**src/rtl/apuracao_votos.sv**
```systemverilog
// Day-phase vote collector: accepts one vote per living player, then scans the
// tallies one candidate per cycle and reports the most-voted player or a tie.
module apuracao_votos #(
  parameter int N_JOG = 5,
  parameter int W     = 3,
  parameter int CW    = 3
) (
  input  logic             clock,
  input  logic             rst_global,
  input  logic             iniciar,
  input  logic             encerrar,
  input  logic             voto_valido,
  input  logic [W-1:0]     eleitor,
  input  logic [W-1:0]     alvo,
  input  logic [N_JOG-1:0] mortes,
  output logic             voto_aceito,
  output logic             voto_rejeitado,
  output logic [W-1:0]     votos_recebidos,
  output logic             ocupado,
  output logic             pronto,
  output logic [W-1:0]     eliminado,
  output logic             empate,
  output logic [1:0]       db_estado
);

  localparam logic [1:0]   OCIOSO    = 2'd0;
  localparam logic [1:0]   COLETA    = 2'd1;
  localparam logic [1:0]   APURA     = 2'd2;
  localparam logic [1:0]   RESULTADO = 2'd3;
  localparam logic [W-1:0] NENHUM    = W'(5);
  localparam logic [W-1:0] ULTIMO    = W'(N_JOG - 1);

  logic [1:0]       r_estado;
  logic             r_ocupado;
  logic [CW-1:0]    r_tally [N_JOG];
  logic [N_JOG-1:0] r_ja_votou;
  logic [N_JOG-1:0] r_vivos;
  logic [W-1:0]     r_votos;
  logic             r_aceito;
  logic             r_rejeitado;
  logic             r_pronto;
  logic [W-1:0]     r_eliminado;
  logic             r_empate;
  logic [W-1:0]     r_idx;
  logic [CW-1:0]    r_max;
  logic [W-1:0]     r_arg;
  logic             r_tie;

  logic [1:0]       w_estado_n;
  logic             w_ocupado_n;
  logic [N_JOG-1:0] w_eleitor_oh;
  logic [N_JOG-1:0] w_alvo_oh;
  logic [CW-1:0]    w_tally_cur;
  logic             w_eleitor_ok;
  logic             w_alvo_ok;
  logic             w_aceita;
  logic [N_JOG-1:0] w_ja_votou_n;
  logic [CW-1:0]    w_max_n;
  logic [W-1:0]     w_arg_n;
  logic             w_tie_n;
  logic [W-1:0]     w_elim_n;
  logic             w_empate_n;

  // Decode voter/target into one-hot masks and pick the tally under scan.
  always_comb begin
    w_eleitor_oh = '0;
    w_alvo_oh    = '0;
    w_tally_cur  = '0;
    for (int i = 0; i < N_JOG; i++) begin
      w_eleitor_oh[i] = (eleitor == W'(i));
      w_alvo_oh[i]    = (alvo == W'(i));
      w_tally_cur     = (r_idx == W'(i)) ? r_tally[i] : w_tally_cur;
    end
  end

  assign w_eleitor_ok = |(w_eleitor_oh & r_vivos & ~r_ja_votou);
  assign w_alvo_ok    = (|(w_alvo_oh & r_vivos)) || (alvo == NENHUM);
  assign w_aceita     = voto_valido && (r_estado == COLETA) && w_eleitor_ok && w_alvo_ok;
  assign w_ja_votou_n = r_ja_votou | (w_aceita ? w_eleitor_oh : {N_JOG{1'b0}});

  // One scan step of the max/arg/tie search plus the verdict it implies.
  always_comb begin
    w_max_n    = r_max;
    w_arg_n    = r_arg;
    w_tie_n    = r_tie;
    w_elim_n   = NENHUM;
    w_empate_n = 1'b0;
    if (w_tally_cur > r_max) begin
      w_max_n = w_tally_cur;
      w_arg_n = r_idx;
      w_tie_n = 1'b0;
    end else if ((w_tally_cur == r_max) && (r_max != {CW{1'b0}})) begin
      w_tie_n = 1'b1;
    end else begin
      w_tie_n = r_tie;
    end
    if (w_max_n == {CW{1'b0}}) begin
      w_elim_n   = NENHUM;
      w_empate_n = 1'b0;
    end else if (w_tie_n) begin
      w_elim_n   = NENHUM;
      w_empate_n = 1'b1;
    end else begin
      w_elim_n   = w_arg_n;
      w_empate_n = 1'b0;
    end
  end

  // State register.
  always_ff @(posedge clock or posedge rst_global) begin
    if (rst_global) begin
      r_estado  <= OCIOSO;
      r_ocupado <= 1'b0;
    end else begin
      r_estado  <= w_estado_n;
      r_ocupado <= w_ocupado_n;
    end
  end

  // Next-state logic; iniciar restarts collection from any state.
  always_comb begin
    w_estado_n = r_estado;
    if (iniciar) begin
      w_estado_n = COLETA;
    end else begin
      case (r_estado)
        OCIOSO:    w_estado_n = OCIOSO;
        COLETA:    w_estado_n = (encerrar || (w_ja_votou_n == r_vivos)) ? APURA : COLETA;
        APURA:     w_estado_n = (r_idx == ULTIMO) ? RESULTADO : APURA;
        RESULTADO: w_estado_n = OCIOSO;
        default:   w_estado_n = OCIOSO;
      endcase
    end
  end

  // Output decode, registered alongside the state.
  always_comb begin
    case (w_estado_n)
      COLETA:  w_ocupado_n = 1'b1;
      APURA:   w_ocupado_n = 1'b1;
      default: w_ocupado_n = 1'b0;
    endcase
  end

  // Datapath: tallies, vote bookkeeping, scan registers and result.
  always_ff @(posedge clock or posedge rst_global) begin
    if (rst_global) begin
      for (int i = 0; i < N_JOG; i++) r_tally[i] <= '0;
      r_ja_votou  <= '0;
      r_vivos     <= '0;
      r_votos     <= '0;
      r_aceito    <= 1'b0;
      r_rejeitado <= 1'b0;
      r_pronto    <= 1'b0;
      r_eliminado <= NENHUM;
      r_empate    <= 1'b0;
      r_idx       <= '0;
      r_max       <= '0;
      r_arg       <= '0;
      r_tie       <= 1'b0;
    end else begin
      r_aceito    <= 1'b0;
      r_rejeitado <= 1'b0;
      r_pronto    <= 1'b0;
      if (iniciar) begin
        for (int i = 0; i < N_JOG; i++) r_tally[i] <= '0;
        r_ja_votou  <= '0;
        r_vivos     <= ~mortes;
        r_votos     <= '0;
        r_eliminado <= NENHUM;
        r_empate    <= 1'b0;
        r_idx       <= '0;
        r_max       <= '0;
        r_arg       <= '0;
        r_tie       <= 1'b0;
      end else begin
        r_aceito    <= voto_valido && w_aceita;
        r_rejeitado <= voto_valido && !w_aceita;
        if (w_aceita) begin
          r_votos <= r_votos + W'(1);
          for (int i = 0; i < N_JOG; i++) begin
            if (w_alvo_oh[i]) r_tally[i] <= r_tally[i] + CW'(1);
            else              r_tally[i] <= r_tally[i];
          end
        end else begin
          r_votos <= r_votos;
        end
        r_ja_votou <= w_ja_votou_n;
        if (r_estado == APURA) begin
          r_idx <= r_idx + W'(1);
          r_max <= w_max_n;
          r_arg <= w_arg_n;
          r_tie <= w_tie_n;
          if (r_idx == ULTIMO) begin
            r_eliminado <= w_elim_n;
            r_empate    <= w_empate_n;
            r_pronto    <= 1'b1;
          end else begin
            r_pronto    <= 1'b0;
          end
        end else begin
          r_idx <= '0;
          r_max <= '0;
          r_arg <= '0;
          r_tie <= 1'b0;
        end
      end
    end
  end

  assign voto_aceito     = r_aceito;
  assign voto_rejeitado  = r_rejeitado;
  assign votos_recebidos = r_votos;
  assign ocupado         = r_ocupado;
  assign pronto          = r_pronto;
  assign eliminado       = r_eliminado;
  assign empate          = r_empate;
  assign db_estado       = r_estado;

endmodule
```
**config.mk**
```make
export PLATFORM = sky130hd
export DESIGN_NAME = apuracao_votos
export DESIGN_NICKNAME = d
export VERILOG_FILES = /design/src/rtl/apuracao_votos.sv
export SDC_FILE = /design/constraint.sdc
export NUM_CORES = 1
export LEC_CHECK = 0
export CORE_MARGIN = 1
export CORE_UTILIZATION = 35
export DETAILED_ROUTE_END_ITERATION = 6
export HOLD_SLACK_MARGIN = 0.15
export PLACE_DENSITY_LB_ADDON = 0.15
export SLEW_MARGIN = 20
export SYNTH_ARGS = -nofsm -noshare
export SYNTH_HDL_FRONTEND = slang
export SYNTH_SLANG_ARGS = --single-unit
```
**constraint.sdc**
```tcl
create_clock -name clock -period 3.9 [get_ports clock]
set_input_delay 1.17 -clock clock [delete_from_list [all_inputs] [get_ports clock]]
set_output_delay 1.17 -clock clock [all_outputs]
set_load 0.05 [all_outputs]
```
# Word level (Yosys, flattened, before mapping)
# Cells that the tools add are included.
[word_totals]
ff_bits = 48
romBits = 0
mem_bits_rw = 0
output_inout_bits = 13
mem_count = 0
inputBits = 16
latchBits = 0
[classes]
addsub = 7
shifts = 0
mul = 0
div_mod_pow = 0
n_eq_ne = 20
n_bitwise = 6
magnitude_cmp = 1
muxes = 48
reduce_logical = 33
[ops]
columns = ["cell", "count"]
rows = [
  ["3-bit two-way mux", 25],
  ["15-bit two-way mux", 2],
  ["3-bit by 1-bit adder with 3-bit output (second input constant)", 7],
  ["3-bit by 2-bit == test with 1-bit output (second input constant)", 6],
  ["1-bit two-way mux", 16],
  ["2-bit nonzero test", 8],
  ["5-bit AND", 3],
  ["3-bit == test (second input constant)", 4],
  ["3-bit logical NOT", 4],
  ["2-bit AND reduction", 6],
  ["5-bit two-way mux", 2],
  ["5-bit NOT", 2],
  ["5-bit OR reduction", 2],
  ["3-bit by 1-bit == test with 1-bit output (second input constant)", 3],
  ["2-bit == test (second input constant)", 3],
  ["1-bit logical AND", 6],
  ["2-bit one-hot mux with 3 select lines", 1],
  ["5-bit == test", 1],
  ["5-bit OR", 1],
  ["2-bit by 1-bit == test with 1-bit output (second input constant)", 2],
  ["2-bit two-way mux", 2],
  ["2-bit OR reduction", 2],
  ["3-bit == test", 1],
  ["3-bit greater-than comparator", 1],
  ["other kinds (4)", 5],
]

# Logic depth before layout (Yosys ltp)
[depth]
ltp_word = 16
mapped_depth = 13

# Worst setup path before layout
# Ideal clock, no wire load.
[synth_path]
path_type = "reg2reg"
from = "reg r_idx[0]"
to = "reg r_eliminado[0] (netlist: eliminado[0])"
n_path_buf = 0
slack_ps = 941
stages_incl_launch_ff = 12
arrival_ps = 2875
cell_sequence = "dfrtp_1 inv_1 ha_1 or2_2 a21oi_1 o221ai_1 and2_1 ha_1 and3_1 a21oi_1 mux2_2 o32a_1"
[synth_via]
elab_chain_len = 15
elab_cells_between_ends = 25
cone_classes = "order compare: 1; eq/ne: 5; mux: 14; reduce/logical: 5"
[synth_rtl]
columns = ["element", "line_no", "rtl"]
rows = [
  ["start: declaration", "44", "logic [W-1:0] r_idx;"],
  ["start signal: assignment", "190", "r_idx <= r_idx + W'(1);"],
  ["3-bit logical NOT", "72", "w_tally_cur = (r_idx == W'(i)) ? r_tally[i] : w_tally_cur;"],
  ["3-bit two-way mux (5 in a row)", "72", ""],
  ["3-bit == test", "92", "end else if ((w_tally_cur == r_max) && (r_max != {CW{1'b0}})) begin"],
  ["1-bit logical AND", "92", ""],
  ["1-bit two-way mux", "92", ""],
  ["1-bit two-way mux", "88", "if (w_tally_cur > r_max) begin"],
  ["3-bit two-way mux", "100", "end else if (w_tie_n) begin"],
  ["3-bit two-way mux", "97", "if (w_max_n == {CW{1'b0}}) begin"],
  ["3-bit two-way mux", "194", "if (r_idx == ULTIMO) begin"],
  ["3-bit two-way mux", "189", "if (r_estado == APURA) begin"],
  ["3-bit two-way mux", "165", "if (iniciar) begin"],
  ["end signal: assignment", "195", "r_eliminado <= w_elim_n;"],
  ["end: declaration", "42", "logic [W-1:0] r_eliminado;"],
]
# Parallel ways exist; a longest one is shown, timed or not. The select of a mux whose other input is x is not followed.
# A chain may end at the register's enable or synchronous reset.

# Worst setup path in the final report
[layout_path]
from = "in eleitor[2]"
to = "reg r_tally[7] in the netlist's numbering"
[layout_via]
elab_chain_len = 8
elab_cells_between_ends = 12
cone_classes = "eq/ne: 4; bitwise: 2; reduce/logical: 6"
[layout_rtl]
columns = ["element", "line_no", "rtl"]
rows = [
  ["start: declaration", "13", "input logic [W-1:0] eleitor,"],
  ["3-bit by 1-bit == test with 1-bit output (tied with other cells)", "70", "w_eleitor_oh[i] = (eleitor == W'(i));"],
  ["5-bit AND (*) (2 in a row)", "76", "assign w_eleitor_ok = |(w_eleitor_oh & r_vivos & ~r_ja_votou);"],
  ["5-bit OR reduction (*)", "76", ""],
  ["1-bit logical AND (*) (2 in a row)", "78", "assign w_aceita = voto_valido && (r_estado == COLETA) && w_eleitor_ok && w_alvo_ok;"],
  ["2-bit nonzero test (no line) (*)", "-", ""],
  ["2-bit AND reduction (no line) (*)", "-", ""],
  ["end signal: indexed assignment", "182", "if (w_alvo_oh[i]) r_tally[i] <= r_tally[i] + CW'(1);"],
  ["end signal: indexed assignment", "183", "else r_tally[i] <= r_tally[i];"],
  ["end: declaration", "35", "logic [CW-1:0] r_tally [N_JOG];"],
]
# Mark *: on every way between the ends. The rest lies on a longest branch, timed or not.

==> flow_metrics.tcl <==
set metrics [dict create \
    report.final.hold_viol_count 0 \
    ys_warn_count 0 \
    placeableCoreArea_um2 7330 \
    tritoncts "done" \
    synth_flop_cell "dfrtp_1" \
    routed_wl_um 5580 \
    grtUsageTotal 0.157 \
    ctsHtreeMaxLevel 2 \
    rows 31 \
    tightestPinTransition_ns 0.501 \
    required_ns 4.09 \
    hold_class "flop to flop" \
    viasPerCell 5.10 \
    synth_top_cell_area_share 0.428 \
    synth_area_leaders "dfrtp_1 (43%), ha_1 (6.5%), nor2_1 (5.9%)" \
    rsz0062_at_grt "no" \
    post-cts-setup-buffers 0 \
    first_pass_iters 4 \
    netlist_area_um2 2690 \
    clock_latency_ns 0.30 \
    die-width_um 89.6 \
    ant_nets 0 \
    cts-resized-gates 0 \
    leakagePower_uw 0.00140 \
    finalSetupViolations 0 \
    crit_start "eleitor[2]" \
    layout-drive-gt1-share 0.0897 \
    drc 0 \
    setup-tns-final_ns 0 \
    start_kind "primary input" \
    fin_crit_ns 3.24 \
    cts_buffer_depth 2 \
    port_buffers 28 \
    period_share 0.831 \
    clock_sinks 48 \
    reg2reg_from "r_idx[0]$_DFF_PP0_" \
    wl_per_cell_um 14.0 \
    fin_worst_skew_ns 0.00645 \
    numCtsBuffers 5 \
    final_nets 330 \
    avgSynthCellArea_um2 9.95 \
    status "complete, no violations" \
    place.gp.congestion 0.853 \
    vias 2039 \
    maxSlewHeadroom 0.665 \
    ys_types 54 \
    maxCapViolations 0 \
    io_pins 29 \
    dpl.hpwl_um 4030 \
    power_density_nw_per_um2 299 \
    synth.top_cells.by_count "dfrtp_1 (46), nor2_1 (42), inv_1 (16), nand2_1 (16), a21oi_1 (15)" \
    yosysTopAreaCell "dfrtp_1" \
    dieArea_um2 8030 \
    instances_no_fill 400 \
    hp-start "eliminado[1]$_DFFE_PP0P_" \
    cts_root_buffer "clkbuf_8" \
    overflow 0 \
    insertedDiodeCount 0 \
    slowest_delay_ns 0.71 \
    yosysSeqAreaShare 0.448 \
    yosysMostFrequentCell "dfrtp_1" \
    grt_pass1_vias 1987 \
    die_h_um 89.6 \
    first_iter_violations 87 \
    arrival_ns 3.43 \
    crit_path_top_delay_cell "clkdlybuf4s50_1" \
    start_util 0.367 \
    grt_max_degree 39 \
    cts.clk_slew.worst_paths_ns 0.09 \
    antenna_found_initial 0 \
    async_flop_share 1.00 \
    synthCells 270 \
    maxSlewViolCount 0 \
    synth-edff-count 0 \
    dpl.cell_count 392 \
    synth-seq-cells 48 \
    synthesis.nets 300 \
    areaGrowthSynthToFinish_pct 17.5 \
    grt_first_pass_wirelength_um 9520 \
    cts-hold-fix-buffers 0 \
    crit_chain "clkdlybuf4s50_1, nor4bb_1, nor4_2, a2111oi_4, buf_4, and3b_1, mux2i_1, nor2_1" \
    fmax_mhz 309 \
    path_class "primary input to flop" \
    cp-end-kind "flop" \
    crit_fanout 15 \
    ir_drop_mv 0.108 \
]
[cell usage in the layout (no fill, tap or decap), types with 2 or more instances in the layout]
cell type / synthesis / final
dfstp_2: 2 / 2
and3b_1: 4 / 4
mux2_2: 2 / 2
o21ai_0: 3 / 3
o21bai_1: 2 / 2
and2_1: 3 / 3
nand3b_1: 6 / 6
nor2_1: 42 / 42
xor2_1: 4 / 4
nand4_1: 3 / 3
nand2_1: 16 / 16
xnor2_1: 8 / 8
a31oi_1: 6 / 6
and4bb_2: 2 / 2
clkdlybuf4s50_1: 0 / 28
nor3_1: 5 / 5
clkbuf_8: 0 / 5
dfrtp_1: 46 / 46
and4b_1: 3 / 3
buf_4: 1 / 5
nand3_1: 3 / 3
a21oi_1: 15 / 15
o221ai_1: 3 / 3
nor3b_1: 2 / 2
inv_1: 16 / 15
nand2b_1: 2 / 2
a21o_1: 5 / 5
nor2b_1: 11 / 11
mux2i_1: 9 / 9
ha_1: 14 / 14
[area by class of cell]
cell class | instances | area, um^2
Fill cell | 726 | 4170
Multi-Input combinational cell | 196 | 1370
Sequential cell | 48 | 1200
Timing Repair Buffer | 33 | 318
Tap cell | 99 | 124
Clock buffer | 6 | 72.6
Inverter | 16 | 60.1
Clock inverter | 2 | 12.5
[metal layers]
metal	vias up	track usage	wire [um]
li1	1001	-	-
met1	993	0.212	2760
met2	38	0.250	2510
met3	7	0.0311	224
met4	0	0.0563	85
met5	-	0	0
[metrics by stage]
stage                     power (uW)  hold WS (ns)  instance area (um^2)  setup WS, ns  utilization
final                            945         0.482                  3160         0.661        0.431
after global routing             989         0.507                  3160         0.524        0.431
after CTS                        959         0.488                  3160         0.701        0.431
after detailed placement         660         0.461                  3070         0.352        0.419
after global placement           661         0.465                  3070         0.428        0.419
after floorplan                  614         0.475                  2690         0.941            -
[flip-flops by register name (all words and copies together), names as in the netlist, 2 cells and up]
| name | cells |
|---|---|
| db_estado | 2 |
| eliminado | 3 |
| r_arg | 3 |
| r_idx | 3 |
| r_ja_votou | 5 |
| r_max | 3 |
| r_tally | 15 |
| r_vivos | 5 |
| votos_recebidos | 3 |
[cells by family (layout without fill, tap and decap cells)]
| group | after synthesis | in the layout | synth area share |
|---|---|---|---|
| multiplexers | 11 | 11 | 0.0419 |
| XOR/XNOR | 12 | 12 | 0.0391 |
| adder cells (fa/ha/maj) | 14 | 14 | 0.0652 |
| AO/OA/AOI/OAI | 48 | 48 | 0.129 |
| buffers and inverters | 26 | 57 | 0.0438 |
| AND/OR/NAND/NOR | 111 | 111 | 0.233 |
| flip-flops | 48 | 48 | 0.448 |
[report_power, final]
group | internal [uW] | total [uW] | switching, uW | leakage [uW]
Sequential | 508 | 520 | 12.0 | 0.000640
Clock | 126 | 295 | 170 | 0.0000412
Combinational | 52.8 | 129 | 76.5 | 0.000718
[worst max-delay path: cells and delay by family]
| family | cells | cell delay [ns] |
|---|---|---|
| buffers and inverters | 2 | 0.98 |
| multiplexers | 1 | 0.20 |
| AO/OA/AOI/OAI | 1 | 0.33 |
| AND/OR/NAND/NOR | 4 | 0.73 |
[path summary, 6_finish.rpt]
kind	depth (start not counted)	slack (ns)	end
max	8	0.66	r_tally[7]$_DFFE_PP0P_
min	2	0.48	eliminado[1]$_DFFE_PP0P_
max reg2reg	13	0.79	eliminado[0]$_DFFE_PP1P_
min reg2reg	2	0.48	eliminado[1]$_DFFE_PP0P_
max in group asynchronous	3	2.01	r_tally[1]$_DFFE_PP0P_
min in group asynchronous	2	1.16	pronto$_DFF_PP0_
Power figures use the tool's default switching activity.
